File: src/rtl/qam16_pkg.sv
// Shared 16-QAM definitions for the mapper, demapper and nibble packer.
// Provides the symbol width, the symbol type and the per-axis Gray codes.
package qam16_pkg;

    localparam int QAM16_SYM_W = 4;

    typedef logic [QAM16_SYM_W-1:0] sym4_t;

    // Per-axis 2-bit Gray codes, ordered by amplitude level -3, -1, +1, +3.
    localparam logic [1:0] QAM16_GRAY_M3 = 2'b00;
    localparam logic [1:0] QAM16_GRAY_M1 = 2'b01;
    localparam logic [1:0] QAM16_GRAY_P1 = 2'b11;
    localparam logic [1:0] QAM16_GRAY_P3 = 2'b10;

endpackage

File: src/rtl/qam16_word_fifo.sv
// Synchronous first-word-fall-through FIFO with occupancy count.
// Ports: clk_i, rst_i (sync, high), push_i/data_i, pop_i/data_o,
// full_o, empty_o, fill_o. A push while full is accepted only when a
// pop happens in the same cycle. data_o reads 0 while empty.
module qam16_word_fifo
    import qam16_pkg::*;
#(
    parameter int W     = 8,
    parameter int DEPTH = 4
) (
    input  logic                     clk_i,
    input  logic                     rst_i,
    input  logic                     push_i,
    input  logic [W-1:0]             data_i,
    input  logic                     pop_i,
    output logic [W-1:0]             data_o,
    output logic                     full_o,
    output logic                     empty_o,
    output logic [$clog2(DEPTH):0]   fill_o
);

    localparam int AW = $clog2(DEPTH);
    localparam int FW = AW + 1;

    logic [W-1:0]  mem_q [DEPTH];
    logic [AW-1:0] wr_q, rd_q;
    logic [FW-1:0] fill_q, fill_d;
    logic          do_push, do_pop;

    assign empty_o = (fill_q == '0);
    assign full_o  = (fill_q == FW'(DEPTH));
    assign fill_o  = fill_q;
    assign data_o  = empty_o ? '0 : mem_q[rd_q];

    assign do_pop  = pop_i && !empty_o;
    assign do_push = push_i && (!full_o || do_pop);

    always_comb begin
        fill_d = fill_q;
        if (do_push && !do_pop) begin
            fill_d = fill_q + 1'b1;
        end else if (do_pop && !do_push) begin
            fill_d = fill_q - 1'b1;
        end
    end

    // Depth is a power of two, so pointers wrap by natural overflow.
    always_ff @(posedge clk_i) begin
        if (rst_i) begin
            wr_q   <= '0;
            rd_q   <= '0;
            fill_q <= '0;
        end else begin
            fill_q <= fill_d;
            if (do_push) begin
                wr_q <= wr_q + 1'b1;
            end
            if (do_pop) begin
                rd_q <= rd_q + 1'b1;
            end
        end
    end

    always_ff @(posedge clk_i) begin
        if (do_push) begin
            mem_q[wr_q] <= data_i;
        end
    end

endmodule

File: src/rtl/qam16_nibble_packer.sv
// Packs demapped 16-QAM symbols (MSB nibble first) into OUT_W-bit words,
// buffers them in a word FIFO and streams them out over valid/ready.
// Ports: clk, rst (sync, high), sym_valid/sym from the demapper, flush
// (emit partial word, zero-padded), m_data/m_valid/m_ready output stream,
// overflow (sticky word drop), fill (FIFO occupancy).
// Define QAM16_PACKER_PARITY_EN to add m_parity (even parity of m_data).
module qam16_nibble_packer
    import qam16_pkg::*;
#(
    parameter int OUT_W      = 8,
    parameter int FIFO_DEPTH = 4
) (
    input  logic                          clk,
    input  logic                          rst,
    input  logic                          sym_valid,
    input  sym4_t                         sym,
    input  logic                          flush,
    output logic [OUT_W-1:0]              m_data,
    output logic                          m_valid,
    input  logic                          m_ready,
    output logic                          overflow,
`ifdef QAM16_PACKER_PARITY_EN
    output logic                          m_parity,
`endif
    output logic [$clog2(FIFO_DEPTH):0]   fill
);

    localparam int N  = OUT_W / QAM16_SYM_W;
    localparam int CW = $clog2(N);
    localparam logic [CW-1:0] LAST = CW'(N - 1);

`ifdef QAM16_PACKER_PARITY_EN
    localparam int FIFO_W = OUT_W + 1;
`else
    localparam int FIFO_W = OUT_W;
`endif

    logic [OUT_W-1:0]  asm_q, asm_d;
    logic [CW-1:0]     cnt_q, cnt_d;
    logic              ovf_q, ovf_d;
    logic [OUT_W-1:0]  word_w;
    logic              push;
    logic              pop;
    logic              fifo_full;
    logic              fifo_empty;
    logic [FIFO_W-1:0] fifo_din;
    logic [FIFO_W-1:0] fifo_dout;

    // Current assembly with the incoming symbol dropped into slot cnt.
    always_comb begin
        word_w = asm_q;
        if (sym_valid) begin
            for (int i = 0; i < N; i++) begin
                if (CW'(i) == cnt_q) begin
                    word_w[OUT_W-1-4*i -: 4] = sym;
                end
            end
        end
    end

    // Assembly is cleared on every push so unfilled slots of a flushed
    // word are already zero.
    always_comb begin
        asm_d = asm_q;
        cnt_d = cnt_q;
        push  = 1'b0;
        if (sym_valid) begin
            if (cnt_q == LAST || flush) begin
                push  = 1'b1;
                asm_d = '0;
                cnt_d = '0;
            end else begin
                asm_d = word_w;
                cnt_d = cnt_q + 1'b1;
            end
        end else if (flush && cnt_q != '0) begin
            push  = 1'b1;
            asm_d = '0;
            cnt_d = '0;
        end
    end

    assign pop   = m_valid && m_ready;
    assign ovf_d = ovf_q || (push && fifo_full && !pop);

    always_ff @(posedge clk) begin
        if (rst) begin
            asm_q <= '0;
            cnt_q <= '0;
            ovf_q <= 1'b0;
        end else begin
            asm_q <= asm_d;
            cnt_q <= cnt_d;
            ovf_q <= ovf_d;
        end
    end

`ifdef QAM16_PACKER_PARITY_EN
    assign fifo_din = {^word_w, word_w};
    assign m_parity = fifo_dout[OUT_W];
`else
    assign fifo_din = word_w;
`endif

    qam16_word_fifo #(
        .W     (FIFO_W),
        .DEPTH (FIFO_DEPTH)
    ) u_fifo (
        .clk_i   (clk),
        .rst_i   (rst),
        .push_i  (push),
        .data_i  (fifo_din),
        .pop_i   (pop),
        .data_o  (fifo_dout),
        .full_o  (fifo_full),
        .empty_o (fifo_empty),
        .fill_o  (fill)
    );

    assign m_data   = fifo_dout[OUT_W-1:0];
    assign m_valid  = !fifo_empty;
    assign overflow = ovf_q;

endmodule

File: config.mk
export PLATFORM = sky130hd
export DESIGN_NAME = qam16_nibble_packer
export DESIGN_NICKNAME = d
export VERILOG_FILES = /design/src/rtl/qam16_pkg.sv /design/src/rtl/qam16_word_fifo.sv /design/src/rtl/qam16_nibble_packer.sv
export SDC_FILE = /design/constraint.sdc
export NUM_CORES = 1
export LEC_CHECK = 0
export BUFFER_PORTS_ARGS = -buffer_cell sky130_fd_sc_hd__buf_2
export CAP_MARGIN = 20
export CORE_ASPECT_RATIO = 0.9
export CORE_MARGIN = 2
export CORE_UTILIZATION = 59
export CTS_BUF_LIST = sky130_fd_sc_hd__clkbuf_16
export DETAILED_ROUTE_END_ITERATION = 8
export GPL_TIMING_DRIVEN = 0
export PLACE_DENSITY = 0.91
export SYNTH_ARGS = -nofsm -noshare
export SYNTH_HDL_FRONTEND = slang
export SYNTH_HIERARCHICAL = 1
export SYNTH_SLANG_ARGS = --single-unit
File: constraint.sdc
create_clock -name clk -period 4.3 [get_ports clk]
set_input_delay 0.43 -clock clk [delete_from_list [all_inputs] [get_ports clk]]
set_output_delay 0.43 -clock clk [all_outputs]
set_load 0.01 [all_outputs]
**Word level (Yosys, flattened, before mapping)**

Memory sizes are Yosys's and may differ from the RTL's. A register that Yosys moved wholly into a read port is not among the register bits.
Index checks and enable logic that the tools add are counted.

- Register bits: 17
- Bits of input ports: 9
- Memories: 1
- Output and inout bits: 13
- Memory bits (writable): 32

- Equal/unequal tests: 1
- Add/sub/neg operators: 5
- Reductions and logical operators: 19
- Mux-type cells: 19

Memories:

| name | depth | bits a word | read ports | clocked after memory_dff | write ports | RTL line | source |
|---|---|---|---|---|---|---|---|
| u_fifo.mem_q | 4 | 8 | 1 | 1 | 1 | qam16_word_fifo.sv:25 | `logic [W-1:0] mem_q [DEPTH];` |

Operator list:

| cell | count |
|---|---|
| two-way mux 8 bit | 5 |
| logical AND 1 bit | 8 |
| two-way mux 1 bit | 8 |
| two-way mux 4 bit | 2 |
| two-way mux 3 bit | 2 |
| zero test 1 bit | 5 |
| adder 2 x 1 -> 2 bit (second input constant) | 2 |
| two-way mux 2 bit | 2 |
| nonzero test 2 bit | 2 |
| adder 3 x 1 -> 3 bit (second input constant) | 1 |
| == test 3 bit (second input constant) | 1 |
| zero test 3 bit | 1 |
| logical OR 1 bit | 3 |
| subtractor 3 x 1 -> 3 bit (second input constant) | 1 |
| adder 1 bit (second input constant) | 1 |

**Longest topological paths before layout**

Gate-level depths: netlist of the first run.

- Depth after elaboration: 10
- Mapped depth: 12
- Mapped depth without buffers: 11

**Modules after synthesis**

The synthesis of the first run kept the hierarchy.

Modules (own cells, without submodules):

| module | sequential area each (sq um) | instances | cells an instance | area an instance (sq um) |
|---|---|---|---|---|
| qam16_word_fifo | 1141.1 | 1 | 100 | 1706.6 |
| qam16_nibble_packer | 200.2 | 1 | 57 | 494.2 |

**Worst setup path before layout of the first run**

No wires, ideal clock.

- Kind: reg2reg
- From: register u_fifo.fill_q[0], in the netlist u_fifo/fill_o[0]
- To: register u_fifo.fill_q[2], in the netlist u_fifo/fill_o[2]
- Arrival: 2.479 ns
- Slack: 1.751 ns
- Path buffers: 1
- Setup time: 0.070 ns
- Stages on the path, launching flop included: 13
- Cells stage by stage: dfxtp_1 nor3_1 buf_2 nand2b_1 inv_1 inv_1 a21boi_4 ha_1 inv_1 fa_1 xor2_1 or3_1 a21oi_1

- Word-level cells in the longest chain between the ends: 9
- Elaborated cells between the ends (all ways): 17
- Those cells by class: add/sub (2); eq/ne (1); mux (2); reduce/logical (12)

Ends and longest elaborated chain:

| element | RTL line | source |
|---|---|---|
| start: declaration | qam16_word_fifo.sv:27 | `logic [FW-1:0] fill_q, fill_d;` |
| start signal: assignment | qam16_word_fifo.sv:54 | `fill_q <= fill_d;` |
| zero test 3 bit * | qam16_word_fifo.sv:30 | `assign empty_o = (fill_q == '0);` |
| via fifo_empty | qam16_nibble_packer.sv:45 | `logic fifo_empty;` |
| zero test 1 bit * | qam16_nibble_packer.sv:121 | `assign m_valid = !fifo_empty;` |
| logical AND 1 bit * | qam16_nibble_packer.sv:83 | `assign pop = m_valid && m_ready;` |
| via pop | qam16_nibble_packer.sv:43 | `logic pop;` |
| logical AND 1 bit * | qam16_word_fifo.sv:35 | `assign do_pop = pop_i && !empty_o;` |
| logical OR 1 bit * | qam16_word_fifo.sv:36 | `assign do_push = push_i && (!full_o \|\| do_pop);` |
| logical AND 1 bit * | qam16_word_fifo.sv:36 |  |
| via u_fifo.do_push | qam16_word_fifo.sv:28 | `logic do_push, do_pop;` |
| zero test 1 bit | qam16_word_fifo.sv:42 | `end else if (do_pop && !do_push) begin` |
| logical AND 1 bit | qam16_word_fifo.sv:42 |  |
| nonzero test 2 bit (no line) | -- |  |

The timed path passes the listed nets; every way through them passes the cells marked *. The select of a mux whose other input is x is not followed.
A chain may end at the register's enable or synchronous reset.

**Final worst setup path of the first run**

Ends and elaborated chain as after synthesis.

==> impl_results.md, run 1 <==
* Post-DRT Antenna Nets at 0
* Status: completed
* Highest cell delay on the worst timing path at 0.52 ns
* Post-route DRC violation count at 0
* Most frequent CP cell: inv_1
* Area post-placement at 2364 µm²
* Setup repair after global routing missed its margin: false
* Clock buffer count from CTS at 5
* Worst vdd rail ir drop at 0.0003030 V
* Worst-case reg-to-reg path depth at 12
* Final Instance Area at 2527 µm²
* Number of global-route vias before repair at 1202
* Slew of the pin with the lowest slew margin at 0.4672 ns
* Warning count from the yosys run at 6
* HPWL after detailed placement at 2674 µm
* Cell at the root of the clock tree: clkbuf_16
* Post-synthesis cell type count at 36
* Worst min path class: in -> reg
* Routability congestion estimate from global placement at between 0.8 and 0.9
* First drt pass iteration count at 4
* Proportion of synthesized flip-flops having asynchronous set or reset at 0%
* Sink count of the clock tree at slightly above 50
* Clock insertion delay at the later pin of the skew report at about 0.28 ns
* Post-Route WL at 3821 µm
* Synthesized instance count at ~160
* Largest net degree at the start of global routing at 16
* Post-synth top flop: edfxtp_1
* Core area at 3652 µm²
* Instance count after placement with tap cells included at 224
* Part of the cycle the worst path needs at 66.57%
* Ports placed on the boundary at 22
* First DRT Iteration DRCs at 59
* Vias per std cell at 5.591
* Total congestion overflow after global routing at 0
* Number of enable-type register cells in the synthesized netlist at 32
* First-pass GRT wire length at 5816 µm
* Worst endpoint data arrival time at 3.08 ns
* Average cell area after synthesis at 14.02 µm²
* Slack of the worst reg-to-reg path at 1.44 ns
* Total Nets Final at 200
* Post-CTS Hold Buffers at 0
* Register area at about 1300 µm²
* Sequential share of the synthesized area at 60.94%
* Buffers from clock root to sink, at most at 2
* Number of filler instances in the final layout at roughly 240
* Combined area of the multi-input logic cells at 785.8 µm²
* Fin Clk Skew at 0.004043 ns
* CP max FO at 11
* Clock edge transition at the registers on the reported setup and hold paths at 0.06 ns
* CP Capture Type: flip-flop
* WS Path Type: reg -> reg
* Total Routing Usage GR at 20.04%
* Leakage power of the design at 0.0009649 µW
* Total number of H-tree levels at 2
* Quantity of I/O buffers inserted on ports at 21
* #FFs+latches synth at 51
* Die H at between 60 and 70 µm
* Quantity of gates resized following cts at 0
* Type of element launching the critical path: flip-flop
* Setup Fix Bufs, Post-CTS at 0
* Die X-Extent at 68.38 µm
* Number of diodes at 0
* Commonest non-fill, non-tap cell in the layout: edfxtp_1
* Source of the worst register-to-register timing path: u_fifo/fill_o[0]$_SDFFE_PP0P_
* TritonCTS clock tree: built
* Worst Min Path Start: flush
* Post-detailed-route wirelength per cell at 16.47 µm
* Remaining max-slew budget at the tightest pin at about 69%
* Final TNS setup at 0 ns
* Cell breakdown of the critical path: nor3_1 > buf_2 > nand2b_1 > inv_1 > inv_1 > a21boi_4 > ha_1 > inv_1 > fa_1 > xor2_1 > or3_1 > a21oi_1
* Time the worst path needs with I/O delays and setup at 2.862 ns
* Total power per unit cell area at 579.6 nW/µm²
* Net count of the mapped netlist at 172
* Final hold vios at 0
* Site Rows at 21
* Combined area of all synthesized cells at 2201 µm²
* Total setup violations reported at the end of the flow at 0
* Synth-to-layout area growth at 14.84%
* Number of antenna violations at the first check in global routing at 0
* Library cell contributing the largest single delay on the critical path: dfxtp_1
* Initial core utilization at 60.26%
* Top library cells by usage in the layout, fill and taps aside: edfxtp_1 (32), buf_2 (22), dfxtp_1 (19)
* Die ar. at 4235 µm²
* Share of the core filled with cells in the final layout at between 60 and 70%
* Number of stages on the worst hold path at 2
* Number of cells in the finished layout apart from fillers at 232
* Required time of the worst setup path at 4.51 ns
* Max-slew violations at 0
* Maxcap violations at 0
* Reg-to-Reg End: u_fifo/fill_o[2]$_SDFFE_PP0P_
* Maximum clock frequency at 0.3494 GHz
* Fraction of layout instances using a drive strength above 1 at between 20 and 30%
* Hold endpoint: cnt_q$_SDFFE_PP0P_
* Number of vias in the routed layout at 1297
## flip-flops by register name, summed over array words and instances, names as in the netlist, named ones only
register / count
u_fifo/rd_q: 2
asm_q: 8
u_fifo/mem_q: 32
overflow: 1
u_fifo/wr_q: 2
u_fifo/fill_o: 3
cnt_q: 1
## how the worst max path moves through the flow
stage                                        from                             to  slack [ns]
floorplan           u_fifo/fill_o[0]$_SDFFE_PP0P_  u_fifo/fill_o[2]$_SDFFE_PP0P_        1.75
global placement    u_fifo/fill_o[0]$_SDFFE_PP0P_  u_fifo/fill_o[2]$_SDFFE_PP0P_        1.64
detailed placement  u_fifo/fill_o[0]$_SDFFE_PP0P_  u_fifo/fill_o[2]$_SDFFE_PP0P_        1.54
CTS                 u_fifo/fill_o[0]$_SDFFE_PP0P_  u_fifo/fill_o[2]$_SDFFE_PP0P_        1.45
global route        u_fifo/fill_o[0]$_SDFFE_PP0P_  u_fifo/fill_o[2]$_SDFFE_PP0P_        1.24
finish              u_fifo/fill_o[0]$_SDFFE_PP0P_  u_fifo/fill_o[2]$_SDFFE_PP0P_        1.44
## layer usage
layer / part of all wire [%] / vias to the layer above / global-route usage (%)
li1: - / 623 / -
met2: 52 / 32 / 34.62
met3: 4.1 / 4 / 4.865
met1: 43 / 638 / 24.97
met4: 0.89 / 0 / 6.857
met5: 0 / - / 0
## synthesized netlist by cell type, types with 2 or more instances
| master | n | area share [%] |
|---|---|---|
| mux2i_1 | 2 | 0.91 |
| o22ai_1 | 3 | 0.85 |
| nand2b_1 | 3 | 0.85 |
| nor2_1 | 9 | 1.5 |
| inv_1 | 11 | 1.9 |
| a32o_1 | 4 | 1.8 |
| xor2_1 | 3 | 1.2 |
| nand2_1 | 9 | 1.5 |
| nor2b_1 | 8 | 2.3 |
| and2_1 | 8 | 2.3 |
| dfxtp_1 | 19 | 17 |
| mux2_1 | 4 | 2.0 |
| ha_1 | 5 | 2.8 |
| nor3_1 | 2 | 0.45 |
| edfxtp_1 | 32 | 44 |
| o21ai_1 | 6 | 1.4 |
| mux4_2 | 8 | 8.2 |
| a21oi_1 | 2 | 0.45 |
| or3_1 | 2 | 0.57 |
## per-stage QoR
stage	hold slack (ns)	total power [µW]	worst slack [ns]
detailed placement	0.4453	1041	1.543
global placement	0.4398	1020	1.639
global route	0.4292	1544	1.241
floorplan	0.4257	912.0	1.751
finish	0.4128	1465	1.438
CTS	0.3993	1476	1.454
## critical path: cells and delay by family (launching register included)
family | cells | cell delay, ns
AO/OA/AOI/OAI | 2 | 0.38
XOR/XNOR | 1 | 0.16
adder cells (fa/ha/maj) | 2 | 0.60
buffers and inverters | 4 | 0.48
flip-flops | 1 | 0.52
AND/OR/NAND/NOR | 3 | 0.65
## power by group
group	internal, µW	switching, µW
Clock	271	154
Sequential	569	45.7
Combinational	193	232
## area by class of cell
type                       count  share of cell area (%)
buffer                         5                   1.287
inverter                      11                   1.634
timing repair buffer          21                   4.158
tap                           46                   2.277
sequential                    51                   53.07
clock inverter                 3                   1.535
clock buffer                   5                   4.951
multi-input combinational     90                   31.09
## kinds of logic after synthesis
logic type,share of synthesized area (%)
AOI/OAI and AO/OA,6.424
xor gates and xnor gates,1.592
adders and majority gates,4.264
buffers and inverters,3.354
DFF,60.94
muxes,11.82
and+or+nand+nor,11.60
Note: power is estimated with default switching activity, not from simulation.
==> run 2, diff against run 1 <==
--- a/config.mk
+++ b/config.mk
@@ -5,15 +5,16 @@
 export SDC_FILE = /design/constraint.sdc
 export NUM_CORES = 1
 export LEC_CHECK = 0
+export ABC_AREA = 1
 export BUFFER_PORTS_ARGS = -buffer_cell sky130_fd_sc_hd__buf_2
 export CAP_MARGIN = 20
 export CORE_ASPECT_RATIO = 0.9
 export CORE_MARGIN = 2
-export CORE_UTILIZATION = 59
+export CORE_UTILIZATION = 58
 export CTS_BUF_LIST = sky130_fd_sc_hd__clkbuf_16
 export DETAILED_ROUTE_END_ITERATION = 8
 export GPL_TIMING_DRIVEN = 0
-export PLACE_DENSITY = 0.91
+export PLACE_DENSITY = 0.89
 export SYNTH_ARGS = -nofsm -noshare
 export SYNTH_HDL_FRONTEND = slang
 export SYNTH_HIERARCHICAL = 1
==> constraint.sdc (replaced) <==
create_clock -name clk -period 2.8 [get_ports clk]
set_input_delay 0.28 -clock clk [delete_from_list [all_inputs] [get_ports clk]]
set_output_delay 0.28 -clock clk [all_outputs]
set_load 0.01 [all_outputs]
==> run 2 against run 1 <==
Via count is 30% higher. Clock skew hardly changed. Worst setup slack worse by 1.1 ns. Clock power is 64% higher. Sequential power is 50% higher. Area after synthesis is 3.2% higher. Largest cell class unchanged. Die area is 4.6% higher. Hold slack worse by 0.19 ns. Total power is 57% higher. Clock-buffer cell count stayed put. Critical endpoint is now u_fifo/fill_o[1]$_SDFFE_PP0P_. Critical path depth is 3 higher. First-iteration DRC count grew to 3.4 times the previous value.
==> impl_results.md, run 2 <==
* Status: completed
* Maxcap violations at 0 (unchanged)
* Warning count from the yosys run at 6 (unchanged)
* Fin Clk Skew at 0.004526 ns (+0.0004836 ns)
* Remaining max-slew budget at the tightest pin at 47.22% (-22 points)
* Total number of H-tree levels at 2 (unchanged)
* Top area cells in the synthesized netlist: edfxtp_1 (42%), dfxtp_1 (17%), nand2_1 (8.1%)
* TritonCTS clock tree: built
* Post-route DRC violation count at 0 (unchanged)
* Post-synthesis cell type count at 21 (-42%)
* Total Nets Final at 292 (+46%)
* Number of antenna violations at the first check in global routing at 0 (unchanged)
* Clock edge transition at the registers on the reported setup and hold paths at 0.06 ns (about the same)
* Maximum clock frequency at 0.4065 GHz (+16%)
* Post-Route WL at 4234 µm (+11%)
* Sink count of the clock tree at 51 (unchanged)
* Ports placed on the boundary at 22 (unchanged)
* CP Capture Type: flip-flop
* Most repeated cell in the gate-level netlist after synthesis: nand2_1
* Number of global-route vias before repair at 1503 (+25%)
* Largest net degree at the start of global routing at 18 (+2)
* CP max FO at 5 (-6)
* Die H at 63.36 µm (+2.3%)
* Combined area of all synthesized cells at 2271 µm² (+3.2%)
* First-pass GRT wire length at 6913 µm (+19%)
* Required time of the worst setup path at 2.98 ns (-1.53 ns)
* Routability congestion estimate from global placement at 0.8955 (+7.1%)
* Quantity of I/O buffers inserted on ports at 21 (unchanged)
* Max-slew violations at 0 (unchanged)
* Total congestion overflow after global routing at 0 (unchanged)
* Worst endpoint data arrival time at 2.64 ns (-0.44 ns)
* Most frequent CP cell: inv_1
* Synth-to-layout area growth at 15.32%
* Part of the cycle the worst path needs at 87.86% (+21 points)
* Cell breakdown of the critical path: nor2_2 > nand2_2 > clkinvlp_4 > inv_1 > nand2_1 > inv_1 > inv_1 > nand3_1 > nand2_1 > inv_1 > ha_1 > inv_1 > fa_1 > o21ai_0 > nor2_1
* Final TNS setup at 0 ns (unchanged)
* Total Routing Usage GR at 20.41% (+0.37 points)
* #FFs+latches synth at 51 (unchanged)
* Most frequent cells after synthesis: nand2_1 (49), nor2_1 (45), edfxtp_1 (32), inv_1 (23), a21oi_1 (22)
* Clock insertion delay at the later pin of the skew report at 0.29 ns (about the same)
* Die ar. at 4432 µm² (+4.6%)
* Number of flip-flops in the largest register at 32 (unchanged)
* Number of diodes at 0 (unchanged)
* Source of the worst register-to-register timing path: u_fifo/fill_o[1]$_SDFFE_PP0P_
* Net count of the mapped netlist at 263 (+53%)
* WS Path Type: reg -> reg
* Slack of the worst reg-to-reg path at 0.34 ns (-1.10 ns)
* Commonest non-fill, non-tap cell in the layout: nand2_1
* Type of element launching the critical path: flip-flop
* First DRT Iteration DRCs at 201 (+240%)
* Post-layout power at 2304 µW (+57%)
* First drt pass iteration count at 5 (+1)
* Leakage power of the design at 0.001080 µW (+12%)
* HPWL after detailed placement at 2849 µm (+6.5%)
* Worst Min Path Start: rst
* Number of enable-type register cells in the synthesized netlist at 32 (unchanged)
* Initial core utilization at 60.87% (+0.60 points)
* Site Rows at 21 (unchanged)
* Fraction of layout instances using a drive strength above 1 at 16.55% (-8.7 points)
* Die X-Extent at 69.96 µm (+2.3%)
* Average cell area after synthesis at 9.157 µm² (-35%)
* Time the worst path needs with I/O delays and setup at 2.460 ns (-0.4023 ns)
* Highest cell delay on the worst timing path at 0.40 ns (-0.12 ns)
* Number of vias in the routed layout at 1680 (+30%)
* Total power per unit cell area at 879.9 nW/µm² (+52%)
* Worst hold slack after final layout at 0.2219 ns (-0.1909 ns)
* Vias per std cell at 5.185 (-7.3%)
* Library cell contributing the largest single delay on the critical path: fa_1
* Post-DRT Antenna Nets at 0 (unchanged)
* Synth area leader: edfxtp_1
* Post-CTS Hold Buffers at 0 (unchanged)
* Register with the most flip-flops: u_fifo/mem_q
* Synthesized instance count at 248 (+58%)
* Post-detailed-route wirelength per cell at 13.07 µm (-21%)
* Buffers from clock root to sink, at most at 2 (unchanged)
* Worst min path class: in -> reg
* Slew of the pin with the lowest slew margin at 0.7888 ns (+0.3216 ns)
* Top library cells by usage in the layout, fill and taps aside: nand2_1 (49), nor2_1 (45), edfxtp_1 (32)
* Worst vdd rail ir drop at 0.0005208 V (+72%)
* Proportion of synthesized flip-flops having asynchronous set or reset at 0% (unchanged)
* Final Instance Area at 2619 µm² (+3.6%)
* Share of the core filled with cells in the final layout at 70.19% (+0.99 points)
* Sequential share of the synthesized area at 59.06% (-1.9 points)
* Clock buffer count from CTS at 5 (unchanged)
* Core area at 3731 µm² (+2.2%)
* Portion of synthesized cell area occupied by the leading cell type at 42.31% (-1.3 points)
* Area post-placement at 2434 µm² (+3.0%)
* Cell at the root of the clock tree: clkbuf_16
* Total setup violations reported at the end of the flow at 0 (unchanged)
* Setup repair after global routing missed its margin: false
* Crit path from: u_fifo/fill_o[1]$_SDFFE_PP0P_
* Post-synth top flop: edfxtp_1
* Final hold vios at 0 (unchanged)
[run 2: cell types whose count changed after synthesis, moves of 4 or more]
cell	previous run	this run
a32o_1	4	0
mux2_1	4	0
and2_1	8	0
mux4_2	8	0
nand2_1	9	49
nor2_1	9	45
o21ai_0	1	11
a21oi_1	2	22
nor2b_1	8	0
nand3_1	0	14
inv_1	11	23
o21ai_1	6	10
[run 2: final timing paths]
kind,end,cells after the start
worst min-delay path,u_fifo/rd_q[0]$_SDFFE_PP0N_,2
worst max register to register,u_fifo/fill_o[1]$_SDFFE_PP0P_,15
worst min register to register,asm_q[4]$_SDFFE_PP0P_,2
worst max-delay path,u_fifo/fill_o[1]$_SDFFE_PP0P_,15
[run 2: cell type report]
| type | instances | area (µm²) |
|---|---|---|
| flip-flops and latches | 51 | 1344 |
| repair buffers | 22 | 112.6 |
| clock inverters | 3 | 46.29 |
| plain buffers | 6 | 52.55 |
| well taps | 46 | 57.56 |
| fillers | 264 | 1112 |
| inverters | 27 | 105.1 |
| clock buffers | 5 | 125.1 |
| multi-input cells | 164 | 775.7 |
[run 2: through the flow]
stage          setup WS, ns  instances
4_1_cts             0.03904        323
3_3_place_gp         0.1403        315
2_1_floorplan        0.3768        248
3_5_place_dp        0.07030        315
6_report             0.3399        324
5_1_grt             0.02162        324
[run 2: layer usage]
metal	vias to the layer above	global-route usage, %	part of all wire, %
met3	9	4.320	5.4
li1	867	-	-
met4	0	7.212	2.1
met5	-	0	0
met2	61	33.10	49
met1	743	27.44	44
[run 2: logic make-up (layout without fill, tap and decap cells)]
| group | count (synthesis) | in the layout | synth area share, % |
|---|---|---|---|
| buffers and inverters | 33 | 63 | 6.776 |
| AND/OR/NAND/NOR | 114 | 114 | 20.66 |
| flip-flops | 51 | 51 | 59.06 |
| AO/OA/AOI/OAI | 43 | 43 | 9.477 |
| adder cells (fa/ha/maj) | 6 | 6 | 3.636 |
| XOR/XNOR | 1 | 1 | 0.3857 |
[run 2: worst max-delay path, delay by kind of cell, from the launching register on]
kind	cells	cell delay, ns
AOI/OAI and AO/OA	1	0.20
adders and majority gates	2	0.62
buffers and inverters	6	0.41
DFF	1	0.35
and+or+nand+nor	6	0.76
[run 2: timing repair]
item                       in CTS  in global routing
buffers inserted                0                  1
setup endpoints to repair       0                 34
resized for setup               0                  3
[run 2: power by group]
group / switching [µW] / leakage, µW / internal [µW]
Sequential: 46.2 / 0.000454 / 875
Combinational: 432 / 0.000546 / 256
Clock: 270 / 0.0000804 / 425
Total: 749 / 0.00108 / 1560
==> run 3, diff against run 2 <==
--- a/config.mk
+++ b/config.mk
@@ -6,7 +6,7 @@
 export NUM_CORES = 1
 export LEC_CHECK = 0
 export ABC_AREA = 1
-export BUFFER_PORTS_ARGS = -buffer_cell sky130_fd_sc_hd__buf_2
+export BUFFER_PORTS_ARGS = -buffer_cell sky130_fd_sc_hd__clkbuf_2
 export CAP_MARGIN = 20
 export CORE_ASPECT_RATIO = 0.9
 export CORE_MARGIN = 2
==> run 3 against run 2 <==
First-iteration DRC count down 18%. Final area down 1.2%. Cell count unchanged. Critical endpoint is now u_fifo/fill_o[2]$_SDFFE_PP0P_. Highest routed layer unchanged.
==> impl_results.md, run 3 (synthesis gave the netlist of run 2 again) <==
* Fin Clk Skew at 0.001935 ns (-0.002591 ns)
* Initial core utilization at 60.87% (unchanged)
* Vias per std cell at 5.182 (about the same)
* Post-DRT Antenna Nets at 0 (unchanged)
* Number of antenna violations at the first check in global routing at 0 (unchanged)
* Crit path from: u_fifo/fill_o[2]$_SDFFE_PP0P_
* Worst vdd rail ir drop at 0.0004701 V (-9.7%)
* Routability congestion estimate from global placement at 0.8593 (-4.0%)
* Number of flip-flops in the largest register at 32 (unchanged)
* Leakage power of the design at 0.001060 µW (-1.8%)
* Source of the worst register-to-register timing path: u_fifo/fill_o[2]$_SDFFE_PP0P_
* Clock buffer count from CTS at 5 (unchanged)
* Core area at 3731 µm² (unchanged)
* Maximum clock frequency at 0.4072 GHz (+0.17%)
* Die ar. at 4432 µm² (unchanged)
* Total power per unit cell area at 842.1 nW/µm² (-4.3%)
* Register with the most flip-flops: u_fifo/mem_q
* Synth-to-layout area growth at 13.94%
* Ports placed on the boundary at 22 (unchanged)
* Top library cells by usage in the layout, fill and taps aside: nand2_1 (49), nor2_1 (45), edfxtp_1 (32)
* Remaining max-slew budget at the tightest pin at 49.69% (+2.5 points)
* Time the worst path needs with I/O delays and setup at 2.456 ns (-0.004172 ns)
* Quantity of I/O buffers inserted on ports at 21 (unchanged)
* Worst hold slack after final layout at 0.2358 ns (+0.01387 ns)
* WS Path Type: reg -> reg
* Die X-Extent at 69.96 µm (unchanged)
* Total Routing Usage GR at 19.36% (-1.1 points)
* CP Capture Type: flip-flop
* TritonCTS clock tree: built
* Site Rows at 21 (unchanged)
* Number of diodes at 0 (unchanged)
* First DRT Iteration DRCs at 164 (-18%)
* Sink count of the clock tree at 51 (unchanged)
* Total congestion overflow after global routing at 0 (unchanged)
* Maxcap violations at 0 (unchanged)
* Post-Route WL at 3976 µm (-6.1%)
* Setup repair after global routing missed its margin: false
* First drt pass iteration count at 4 (-1)
* Post-detailed-route wirelength per cell at 12.27 µm (-6.1%)
* Worst endpoint data arrival time at 2.67 ns (+0.03 ns)
* Part of the cycle the worst path needs at 87.71% (-0.15 points)
* Commonest non-fill, non-tap cell in the layout: nand2_1
* Reg-to-Reg End: u_fifo/fill_o[2]$_SDFFE_PP0P_
* Die H at 63.36 µm (unchanged)
* Clock edge transition at the registers on the reported setup and hold paths at 0.06 ns (about the same)
* Post-route DRC violation count at 0 (unchanged)
* Number of global-route vias before repair at 1516 (+0.86%)
* First-pass GRT wire length at 6665 µm (-3.6%)
* Buffers from clock root to sink, at most at 2 (unchanged)
* HPWL after detailed placement at 2828 µm (-0.74%)
* CP Capture Point: u_fifo/fill_o[2]$_SDFFE_PP0P_
* Slew of the pin with the lowest slew margin at 0.7519 ns (-0.03689 ns)
* Clock insertion delay at the later pin of the skew report at 0.28 ns (about the same)
* Worst-case reg-to-reg path depth at 18 (+3)
* Type of element launching the critical path: flip-flop
* Final TNS setup at 0 ns (unchanged)
* Fraction of layout instances using a drive strength above 1 at 15.83% (-0.72 points)
* Largest net degree at the start of global routing at 16 (-2)
* Total number of H-tree levels at 2 (unchanged)
* Total Nets Final at 292 (unchanged)
* Number of vias in the routed layout at 1679 (-0.060%)
* Total setup violations reported at the end of the flow at 0 (unchanged)
* Cell at the root of the clock tree: clkbuf_16
* Max-slew violations at 0 (unchanged)
* Worst min path class: in -> reg
* CP max FO at 5 (unchanged)
* Slack of the worst reg-to-reg path at 0.34 ns (about the same)
* Required time of the worst setup path at 3.02 ns (+0.04 ns)
* Post-CTS Hold Buffers at 0 (unchanged)
* Final hold vios at 0 (unchanged)
* Status: completed
-- run 3: where the power goes --
part	internal (µW)	switching [µW]	total [µW]
registers	876	45.9	921
logic	255	439	694
clock network	324	239	563
-- run 3: worst min path at each step --
stage                                  endpoint  slack (ns)  cells after the start                  start
floorplan                             flip-flop        0.35                      1                    rst
global placement          asm_q[6]$_SDFFE_PP0P_        0.45                      2  asm_q[6]$_SDFFE_PP0P_
detailed placement        asm_q[4]$_SDFFE_PP0P_        0.45                      2  asm_q[4]$_SDFFE_PP0P_
CTS                 u_fifo/rd_q[0]$_SDFFE_PP0N_        0.23                      2                    rst
global route                          flip-flop        0.25                      2                    rst
finish              u_fifo/rd_q[0]$_SDFFE_PP0N_        0.24                      2                    rst
-- run 3: layer usage --
layer  GRT usage [%]  up-vias  wire (µm)
met2           32.98       40       1954
met4           6.971        0         48
met3           3.520        8        190
met1           24.95      760       1782
met5               0        -          0
li1                -      871          -
-- run 3: cell type report --
cell class | instances | area [µm²]
plain buffers | 6 | 52.55
clock buffers | 5 | 125.1
clock inverters | 3 | 15.01
fillers | 268 | 1144
inverters | 27 | 105.1
multi-input cells | 164 | 775.7
flip-flops and latches | 51 | 1344
well taps | 46 | 57.56
repair buffers | 22 | 112.6
-- run 3: repair_timing --
| item | CTS | global route |
|---|---|---|
| setup buffers | 0 | 1 |
| setup endpoints to repair | 0 | 26 |
| resized for setup | 0 | 3 |
-- run 3: stage by stage --
stage,utilization [%],std cells,instance area [µm²],total power [µW],worst slack [ns]
2_1_floorplan,-,248,2271,1385,0.3768
3_3_place_gp,65.22,315,2434,1570,0.1356
3_5_place_dp,65.22,315,2434,1602,0.04566
4_1_cts,68.98,323,2574,2159,0.01975
5_1_grt,69.35,324,2587,2308,0.02241
6_report,69.35,324,2587,2179,0.3440
-- run 3: worst max-delay path, cell delays in order (launching register included) --
cell        delay (ns)
dfxtp_1           0.36
inv_1             0.09
nand2_2           0.13
clkinvlp_4        0.09
inv_1             0.06
nand2_1           0.06
inv_1             0.11
inv_1             0.06
nand3_1           0.16
nand2_1           0.16
inv_1             0.10
ha_1              0.17
inv_1             0.07
fa_1              0.38
nand2_1           0.09
nand3_1           0.09
nand2_1           0.07
nand2_1           0.05
nor2_1            0.10
